$ cat src/rtl/bidi_bus_arbiter_if.sv
// Bundle of the arbiter's request, bus-sample and receive-side signals.
//
// Modports:
//   master - the arbiter: samples req_1/req_2/bus_data, drives enables, rx words, status.
//   slave  - the two bus ends plus transceiver: drive requests and the sampled bus.
//
// Signals:
//   req_1, req_2           side has a word to send this cycle
//   bus_data[N]            sampled value of the shared bus
//   oe_1, oe_2             registered, mutually exclusive transceiver enables
//   rx_data_1/rx_valid_1   word received by side 1 (sent by side 2) and its strobe
//   rx_data_2/rx_valid_2   word received by side 2 (sent by side 1) and its strobe
//   busy                   arbiter not idle
//   xfer_count[16]         total words transferred (zero unless the counter is built)
interface bidi_bus_arbiter_if #(
  parameter int unsigned N = 8
);
  logic         req_1;
  logic         req_2;
  logic [N-1:0] bus_data;
  logic         oe_1;
  logic         oe_2;
  logic [N-1:0] rx_data_1;
  logic         rx_valid_1;
  logic [N-1:0] rx_data_2;
  logic         rx_valid_2;
  logic         busy;
  logic [15:0]  xfer_count;

  modport master (
    input  req_1, req_2, bus_data,
    output oe_1, oe_2, rx_data_1, rx_valid_1, rx_data_2, rx_valid_2, busy, xfer_count
  );

  modport slave (
    output req_1, req_2, bus_data,
    input  oe_1, oe_2, rx_data_1, rx_valid_1, rx_data_2, rx_valid_2, busy, xfer_count
  );
endinterface

$ cat src/rtl/bidi_bus_arbiter.sv
// Direction arbiter for a two-ended shared tristate bus.
//
// Generates mutually exclusive transceiver enables, inserts TURN_CYCLES idle cycles on every
// release of the bus, limits bursts to MAX_BURST words while the other side waits (round robin
// via the last owner), and captures each transferred word for the receiving end with a
// one-cycle valid strobe.
//
// Ports:
//   clk    - rising-edge clock
//   rst_n  - asynchronous active-low reset
//   bus_io - bidi_bus_arbiter_if.master (requests, bus sample, enables, rx words, status)
//
// Optional feature: define BIDI_ARB_XFER_COUNT_EN to build the 16-bit wrapping transfer
// counter; otherwise xfer_count is tied to zero.
module bidi_bus_arbiter #(
  parameter int unsigned N           = 8,
  parameter int unsigned TURN_CYCLES = 1,
  parameter int unsigned MAX_BURST   = 4
) (
  input  logic                      clk,
  input  logic                      rst_n,
  bidi_bus_arbiter_if.master        bus_io
);

  typedef enum logic [1:0] {
    StIdle   = 2'd0,
    StDrive1 = 2'd1,
    StDrive2 = 2'd2,
    StTurn   = 2'd3
  } state_e;

  // Turn counter is loaded with TURN_CYCLES-1 so the arbitration edge is the last TURN edge.
  localparam logic [3:0] TurnLoad  = 4'(TURN_CYCLES - 1);
  localparam logic [7:0] MaxBurst8 = 8'(MAX_BURST);

  state_e       state_q;
  logic         oe_1_q;
  logic         oe_2_q;
  logic         busy_q;
  logic [1:0]   last_q;
  logic [7:0]   burst_q;
  logic [3:0]   turn_cnt_q;
  logic [N-1:0] rx_data_1_q;
  logic [N-1:0] rx_data_2_q;
  logic         rx_valid_1_q;
  logic         rx_valid_2_q;

  state_e       arb_state;
  logic         own_req;
  logic         other_req;
  logic         xfer_fire;
  logic [7:0]   burst_inc;
  logic         burst_hit;

  always_comb begin
    arb_state = StIdle;
    // Tie goes to the side that did not own the bus last.
    if (bus_io.req_1 && (!bus_io.req_2 || (last_q == 2'd2))) begin
      arb_state = StDrive1;
    end else if (bus_io.req_2) begin
      arb_state = StDrive2;
    end

    own_req   = (state_q == StDrive2) ? bus_io.req_2 : bus_io.req_1;
    other_req = (state_q == StDrive2) ? bus_io.req_1 : bus_io.req_2;
    xfer_fire = ((state_q == StDrive1) || (state_q == StDrive2)) && own_req;
    burst_inc = burst_q + 8'd1;
    burst_hit = (burst_inc == MaxBurst8);
  end

  always_ff @(posedge clk or negedge rst_n) begin
    if (!rst_n) begin
      state_q      <= StIdle;
      oe_1_q       <= 1'b0;
      oe_2_q       <= 1'b0;
      busy_q       <= 1'b0;
      last_q       <= 2'd2;
      burst_q      <= 8'd0;
      turn_cnt_q   <= 4'd0;
      rx_data_1_q  <= '0;
      rx_data_2_q  <= '0;
      rx_valid_1_q <= 1'b0;
      rx_valid_2_q <= 1'b0;
    end else begin
      rx_valid_1_q <= 1'b0;
      rx_valid_2_q <= 1'b0;

      unique case (state_q)
        StIdle, StTurn: begin
          if ((state_q == StIdle) || (turn_cnt_q == 4'd0)) begin
            state_q <= arb_state;
            oe_1_q  <= (arb_state == StDrive1);
            oe_2_q  <= (arb_state == StDrive2);
            busy_q  <= (arb_state != StIdle);
            burst_q <= 8'd0;
          end else begin
            turn_cnt_q <= turn_cnt_q - 4'd1;
          end
        end

        StDrive1, StDrive2: begin
          if (xfer_fire) begin
            if (state_q == StDrive1) begin
              rx_data_2_q  <= bus_io.bus_data;
              rx_valid_2_q <= 1'b1;
              last_q       <= 2'd1;
            end else begin
              rx_data_1_q  <= bus_io.bus_data;
              rx_valid_1_q <= 1'b1;
              last_q       <= 2'd2;
            end
            if (burst_hit) begin
              burst_q <= 8'd0;
              // Yield only if the other side is actually waiting.
              if (other_req) begin
                state_q    <= StTurn;
                oe_1_q     <= 1'b0;
                oe_2_q     <= 1'b0;
                turn_cnt_q <= TurnLoad;
              end
            end else begin
              burst_q <= burst_inc;
            end
          end else begin
            // Owner released: no capture on this edge.
            state_q    <= StTurn;
            oe_1_q     <= 1'b0;
            oe_2_q     <= 1'b0;
            turn_cnt_q <= TurnLoad;
          end
        end

        default: begin
          state_q <= StIdle;
          oe_1_q  <= 1'b0;
          oe_2_q  <= 1'b0;
          busy_q  <= 1'b0;
        end
      endcase
    end
  end

`ifdef BIDI_ARB_XFER_COUNT_EN
  logic [15:0] xfer_count_q;

  always_ff @(posedge clk or negedge rst_n) begin
    if (!rst_n) begin
      xfer_count_q <= 16'h0000;
    end else if (xfer_fire) begin
      xfer_count_q <= xfer_count_q + 16'd1;
    end
  end

  assign bus_io.xfer_count = xfer_count_q;
`else
  assign bus_io.xfer_count = 16'h0000;
`endif

  assign bus_io.oe_1       = oe_1_q;
  assign bus_io.oe_2       = oe_2_q;
  assign bus_io.busy       = busy_q;
  assign bus_io.rx_data_1  = rx_data_1_q;
  assign bus_io.rx_valid_1 = rx_valid_1_q;
  assign bus_io.rx_data_2  = rx_data_2_q;
  assign bus_io.rx_valid_2 = rx_valid_2_q;

endmodule

$ cat src/flat_wrapper.sv
// flat-port wrapper written by rule: the top's interface ports become plain ports
module bidi_bus_arbiter_flat 
#(
  parameter int unsigned N           = 8,
  parameter int unsigned TURN_CYCLES = 1,
  parameter int unsigned MAX_BURST   = 4
)
  (clk, rst_n, bus_io_req_1, bus_io_req_2, bus_io_bus_data, bus_io_oe_1, bus_io_oe_2, bus_io_rx_data_1, bus_io_rx_valid_1, bus_io_rx_data_2, bus_io_rx_valid_2, bus_io_busy, bus_io_xfer_count);
  bidi_bus_arbiter_if #(.N(N)) bus_io_i ();
  input  logic clk;
  input  logic rst_n;
  input wire logic [$bits(bus_io_i.req_1)-1:0] bus_io_req_1;
  input wire logic [$bits(bus_io_i.req_2)-1:0] bus_io_req_2;
  input wire logic [$bits(bus_io_i.bus_data)-1:0] bus_io_bus_data;
  output wire logic [$bits(bus_io_i.oe_1)-1:0] bus_io_oe_1;
  output wire logic [$bits(bus_io_i.oe_2)-1:0] bus_io_oe_2;
  output wire logic [$bits(bus_io_i.rx_data_1)-1:0] bus_io_rx_data_1;
  output wire logic [$bits(bus_io_i.rx_valid_1)-1:0] bus_io_rx_valid_1;
  output wire logic [$bits(bus_io_i.rx_data_2)-1:0] bus_io_rx_data_2;
  output wire logic [$bits(bus_io_i.rx_valid_2)-1:0] bus_io_rx_valid_2;
  output wire logic [$bits(bus_io_i.busy)-1:0] bus_io_busy;
  output wire logic [$bits(bus_io_i.xfer_count)-1:0] bus_io_xfer_count;
  assign bus_io_i.req_1 = bus_io_req_1;
  assign bus_io_i.req_2 = bus_io_req_2;
  assign bus_io_i.bus_data = bus_io_bus_data;
  assign bus_io_oe_1 = bus_io_i.oe_1;
  assign bus_io_oe_2 = bus_io_i.oe_2;
  assign bus_io_rx_data_1 = bus_io_i.rx_data_1;
  assign bus_io_rx_valid_1 = bus_io_i.rx_valid_1;
  assign bus_io_rx_data_2 = bus_io_i.rx_data_2;
  assign bus_io_rx_valid_2 = bus_io_i.rx_valid_2;
  assign bus_io_busy = bus_io_i.busy;
  assign bus_io_xfer_count = bus_io_i.xfer_count;
  bidi_bus_arbiter #(.N(N), .TURN_CYCLES(TURN_CYCLES), .MAX_BURST(MAX_BURST)) u_core (.clk(clk), .rst_n(rst_n), .bus_io(bus_io_i));
endmodule
$ cat config.mk
export PLATFORM = sky130hd
export DESIGN_NAME = bidi_bus_arbiter_flat
export DESIGN_NICKNAME = d
export VERILOG_FILES = /design/src/rtl/bidi_bus_arbiter_if.sv /design/src/rtl/bidi_bus_arbiter.sv /design/src/flat_wrapper.sv
export SDC_FILE = /design/constraint.sdc
export NUM_CORES = 1
export LEC_CHECK = 0
export CORE_UTILIZATION = 45
export DETAILED_ROUTE_END_ITERATION = 10
export PLACE_DENSITY = 0.85
export SKIP_LAST_GASP = 1
export SYNTH_ARGS = -nofsm -noshare
export SYNTH_HDL_FRONTEND = slang
export SYNTH_SLANG_ARGS = --single-unit
$ cat constraint.sdc
create_clock -name clk -period 2.2 [get_ports clk]
set_input_delay 0.44 -clock clk [delete_from_list [all_inputs] [get_ports clk]]
set_output_delay 0.44 -clock clk [all_outputs]
set_load 0.05 [all_outputs]
== Yosys cells after proc, flatten, opt, wreduce, memory -nomap -nowiden ==
Cells that the tools add are included.

* Word-level logic and storage cells: 76
* Flip-flop bits (word level): 37
* Input port bits: 12
* Output and inout bits: 37

* Add/sub/neg operators: 2
* Reduce and logical (&&, ||, !) cells: 18
* Bitwise gates (word level): 1
* Mux-type cells: 32
* Eq/ne operators: 12

{| class="wikitable"
|+ Operator list
! operator !! count
|-
| $mux W8 || 3
|-
| $mux W4 || 4
|-
| $pmux W8 S2 || 1
|-
| $mux W2 || 7
|-
| $mux W1 || 13
|-
| $reduce_and A3 Y1 || 4
|-
| $add A8 B1 Y8 const B || 1
|-
| $eq A2 B2 Y1 const B || 4
|-
| $eq A8 B3 Y1 const B || 1
|-
| $pmux W4 S2 || 1
|-
| $reduce_and A2 Y1 || 3
|-
| $eq A2 B1 Y1 const B || 2
|-
| $logic_not A4 Y1 || 1
|-
| $ne A2 B1 Y1 const B || 2
|-
| $pmux W1 S2 || 2
|-
| $pmux W2 S2 || 1
|-
| $reduce_or A2 Y1 || 2
|-
| $sub A4 B1 Y4 const B || 1
|-
| $logic_or A1 B1 Y1 || 3
|-
| $ne A3 B2 Y1 const B || 1
|-
| $ne A3 B3 Y1 const B || 1
|-
| $logic_and A1 B1 Y1 || 2
|-
| $logic_not A2 Y1 || 1
|-
| $ne A2 B2 Y1 const B || 1
|-
| 3 further kinds || 3
|}

== Logic depth before layout (Yosys ltp) ==
* Word-level depth: 7
* Depth in mapped cells: 7
* Mapped depth without buffers: 6

== Worst setup path after synthesis ==
Ideal clock, no wire load.

* Kind: register to register
* Start: reg u_core.state_q[0]
* End: reg u_core.rx_data_2_q[1] (netlist: u_core.bus_io.rx_data_2[1])
* Data required time: 2.075 ns
* Path buffers: 1
* Arrival: 1.853 ns
* Period minus slack after synthesis: 1.978 ns
* Cell stages (with the launch flop): 8
* Setup time: 0.125 ns
* Setup slack: 0.222 ns
* Path through: dfrtp_1 -> inv_1 -> ha_1 -> mux2_2 -> and2_1 -> nand2_1 -> buf_2 -> mux2_2

* Cells in the longest elaborated chain, start to end: 4
* Elaborated cells on any way between the ends: 7
* Classes of those cells: 2 x eq/ne; 1 x mux; 4 x reduce/logical

{| class="wikitable"
|+ RTL lines
! element !! RTL line !! text
|-
| start: declaration || bidi_bus_arbiter.sv:36 || <nowiki>state_e state_q;</nowiki>
|-
| start signal: assignment || bidi_bus_arbiter.sv:73 || <nowiki>state_q <= StIdle;</nowiki>
|-
| start signal: assignment || bidi_bus_arbiter.sv:91 || <nowiki>state_q <= arb_state;</nowiki>
|-
| start signal: assignment || bidi_bus_arbiter.sv:116 || <nowiki>state_q <= StTurn;</nowiki>
|-
| $eq A2 B2 Y1 or $eq A2 B1 Y1 (tied branches) || -- ||
|-
| $mux W1 or $logic_or A1 B1 Y1 (tied branches) || bidi_bus_arbiter.sv:64, bidi_bus_arbiter.sv:66 ||
|-
| $logic_and A1 B1 Y1 || bidi_bus_arbiter.sv:66 || <nowiki>xfer_fire = ((state_q == StDrive1) || (state_q == StDrive2)) && own_req;</nowiki>
|-
| $reduce_and A3 Y1 (no source line) * || -- ||
|-
| end signal: assignment || bidi_bus_arbiter.sv:104 || <nowiki>rx_data_2_q <= bus_io.bus_data;</nowiki>
|-
| end: declaration || bidi_bus_arbiter.sv:44 || <nowiki>logic [N-1:0] rx_data_2_q;</nowiki>
|}

Mark *: on every way between the ends. The rest lies on a longest branch, timed or not.
A chain may end at the register's enable or synchronous reset.

== Worst setup path after layout ==
* Start: reg u_core.state_q[0]
* End: reg u_core.rx_data_2_q[5] (netlist: u_core.bus_io.rx_data_2[5])

Same word-level chain as after synthesis.

==> out/results.tsv <==
stage	metric	value	unit
final_layout	n_diodes	0	
pwr	PwrDens	1590	nW/um^2
global_route	total global routing overflow	0	
run	max_cap viols	0	
detailed_routing	Pre-Repair DR Iteration Count	4	
die	core area	4090	um^2
synthesis	mapped cell area	1960	um^2
timing	Clock Skew	0.00610	ns
timing	RSZ-0062 raised after global routing	no	
final_layout	Final Net Count	237	
die	Starting Density	0.480	
synthesis	most common library cells after synthesis	dfrtp_1 (36), mux2_2 (19), buf_4 (16), nand2_1 (14)	
timing	endpoints failing hold	0	
synthesis	post-synthesis sequential area ratio	0.473	
worst_setup_path	data arrival time of the worst path	2.23	ns
place	Port Buf Inserts	32	
worst_setup_path	CP dominant cell by count	mux2_2	
timing	Hold WS	0.493	ns
die	io pins	49	
place	gpl congestion	0.726	
worst_setup_path	Slowest cell on crit path	dfrtp_1	
outcome	status	complete, no violations	
die	# rows	23	
synthesis	count leader, synth	dfrtp_1	
timing	max-slew violations	0	
global_route	vias in the first global route	1352	
timing	final period utilization	0.933	
cts	Root Buffer	clkbuf_8	
worst_setup_path	crit-path cells	inv_2 -> ha_2 -> mux2_2 -> and2_1 -> nand2_1 -> buf_12 -> mux2_2	
detailed_routing	Initial DRC Count	69	
synthesis	Synth Flop Type	dfrtp_1	
synthesis	Distinct cells, synth	44	
worst_setup_path	CP max stage delay	0.41	ns
timing	min cycle time layout	2.05	ns
worst_setup_path	cell family with most CP delay	multiplexers	
worst_setup_path	CP Max Fanout	11	
detailed_routing	# DRC	0	
worst_setup_path	WP buf/inv	2	
cts	clk sinks	37	
final_layout	storage element area	927	um^2
detailed_routing	Vias	1402	
pwr	maximum VDD drop	0.00138	V
final_layout	FILL cells	347	
detailed_routing	Total Wirelength	3640	um
min_path	HP Class	reg2reg	
cts	clk_lat worst skew	0.30	ns
timing	FMAX	487	MHz
synthesis	Yosys top cell by area	dfrtp_1	
die	Die Wd	68.0	um
die	area of the die	4630	um^2
synthesis	FF+latch count, synth	37	
synthesis	Post-synth EDFFs	0	
detailed_routing	Final ANT Viol Nets	0	
synthesis	syn_area_per_cell	11.3	um^2
timing	worst-margin pin slew	0.515	ns
place	Final HPWL DP	2650	um
cts	Max Root-Sink Buffers	2	
global_route	initial antenna violation count	0	
worst_setup_path	critical path data required time	2.38	ns
global_route	largest net degree at the start of global routing	38	
global_route	GR Util All Layers	0.183	
timing	Final Setup Violations	0	
timing	Max-Slew Margin vs Limit	0.655	
synthesis	asr flop ratio synth	1.00	
cts	Clock transition at path regs	0.07	ns
worst_setup_path	Crit Path Class	reg2reg	
synthesis	Synth Warn #	0	
die	die height	68.0	um
final_layout	total area of multi-input combinational cells	918	um^2
timing	post-route setup TNS	0	ns
synthesis	post-synth top area share	0.459	
cts	htree depth	2	
worst_setup_path	CP Capture Type	flip-flop	
final_layout	Layout area overhead	25.1	%
detailed_routing	WL/cell	13.5	um
global_route	global-route wire length before repair	6180	um
cts	CTS buffer count	5	
pwr	Lkg Pwr	0.00112	uW
synthesis	Synth Instances	174	
worst_setup_path	startpoint types	flip-flop	
detailed_routing	Via density	5.21	
final_layout	layout cells sized above 1	0.224	
cts	CTS tree	done	
synthesis	largest cells by area after synthesis	dfrtp_1 (46%), mux2_2 (11%), buf_4 (6.1%)	
power breakdown:
| part | total (uW) | internal (uW) | switching, uW |
|---|---|---|---|
| Clock | 477 | 223 | 253 |
| Sequential | 1150 | 967 | 188 |
| Combinational | 2260 | 917 | 1340 |
placed cells by master, fill, tap and decap left out, types with 5 or more instances in the layout:
cell,instances
dfrtp_1,36
clkdlybuf4s50_1,32
mux2_2,19
conb_1,16
nand2_1,14
buf_4,10
nor2_1,7
mux2i_1,7
nand3_1,6
ha_1,6
inv_1,5
clkbuf_8,5
per-stage QoR:
| step | cells | area, um^2 | power [uW] | setup slack, ns | util |
|---|---|---|---|---|---|
| CTS | 269 | 2450 | 3910 | 0.0678 | 0.600 |
| finish | 269 | 2450 | 3890 | 0.148 | 0.600 |
| global route | 269 | 2450 | 4130 | 0.0575 | 0.600 |
| global placement | 261 | 2360 | 3360 | 0.102 | 0.578 |
| floorplan | 189 | 2020 | 2740 | 0.222 | - |
| detailed placement | 261 | 2360 | 3420 | 0.0512 | 0.578 |
worst reg2reg max path, cell delays in order (launching register included):
cell and delay, ns:
dfrtp_1 0.41, inv_2 0.11, ha_2 0.21, mux2_2 0.39
and2_1 0.22, nand2_1 0.13, buf_12 0.14, mux2_2 0.33
routing by layer:
layer,track usage,wire (um),vias up
met1,0.217,1620,677
met2,0.295,1690,48
met3,0.0717,274,7
met5,0,0,-
met4,0.0755,55,0
li1,-,-,670
cell families (layout without fill, tap and decap cells):
family          count (synthesis)  after routing  synth area share
fa+ha+maj                       7              7            0.0446
buf+inv                        28             58            0.0893
xor+xnor                        3              3            0.0134
flops                          37             37             0.473
compound gates                 26             26             0.112
mux                            26             26             0.145
other cells                     1             16           0.00191
simple gates                   46             46             0.122
flip-flops by register name, summed over array words and instances, names as in the netlist:
name / cells
u_core.bus_io.rx_data_1: 8
u_core.bus_io.rx_valid_1: 1
u_core.bus_io.busy: 1
u_core.last_q: 2
u_core.bus_io.rx_valid_2: 1
u_core.burst_q: 8
u_core.state_q: 2
u_core.bus_io.oe_2: 1
u_core.bus_io.oe_1: 1
u_core.bus_io.rx_data_2: 8
u_core.turn_cnt_q: 4
path summary, 6_finish.rpt:
path                                   start                         end  slack, ns  cells past startpoint
setup / recovery           u_core.state_q[0]  u_core.bus_io.rx_data_2[5]       0.15                      7
hold / removal              u_core.last_q[0]            u_core.last_q[0]       0.49                      2
setup reg to reg           u_core.state_q[0]  u_core.bus_io.rx_data_2[5]       0.15                      7
hold reg to reg             u_core.last_q[0]            u_core.last_q[0]       0.49                      2
max in group asynchronous              rst_n            u_core.last_q[1]       1.29                      2
min in group asynchronous              rst_n  u_core.bus_io.rx_data_1[1]       0.56                      2
what timing repair did:
action | in CTS | in global routing
setup endpoints to repair | 0 | 12
setup buffers | 0 | 0
hold buffers | 0 | 0
gates resized for setup | 0 | 2
final cells by class:
cell class                      count  share of cell area
Clock buffer                        6              0.0296
Multi-Input combinational cell    124               0.374
Inverter                            6             0.00918
Clock inverter                      2             0.00612
Sequential cell                    37               0.378
Tap cell                           50              0.0255
Timing Repair Buffer               44               0.177
Power figures use the tool's default switching activity.
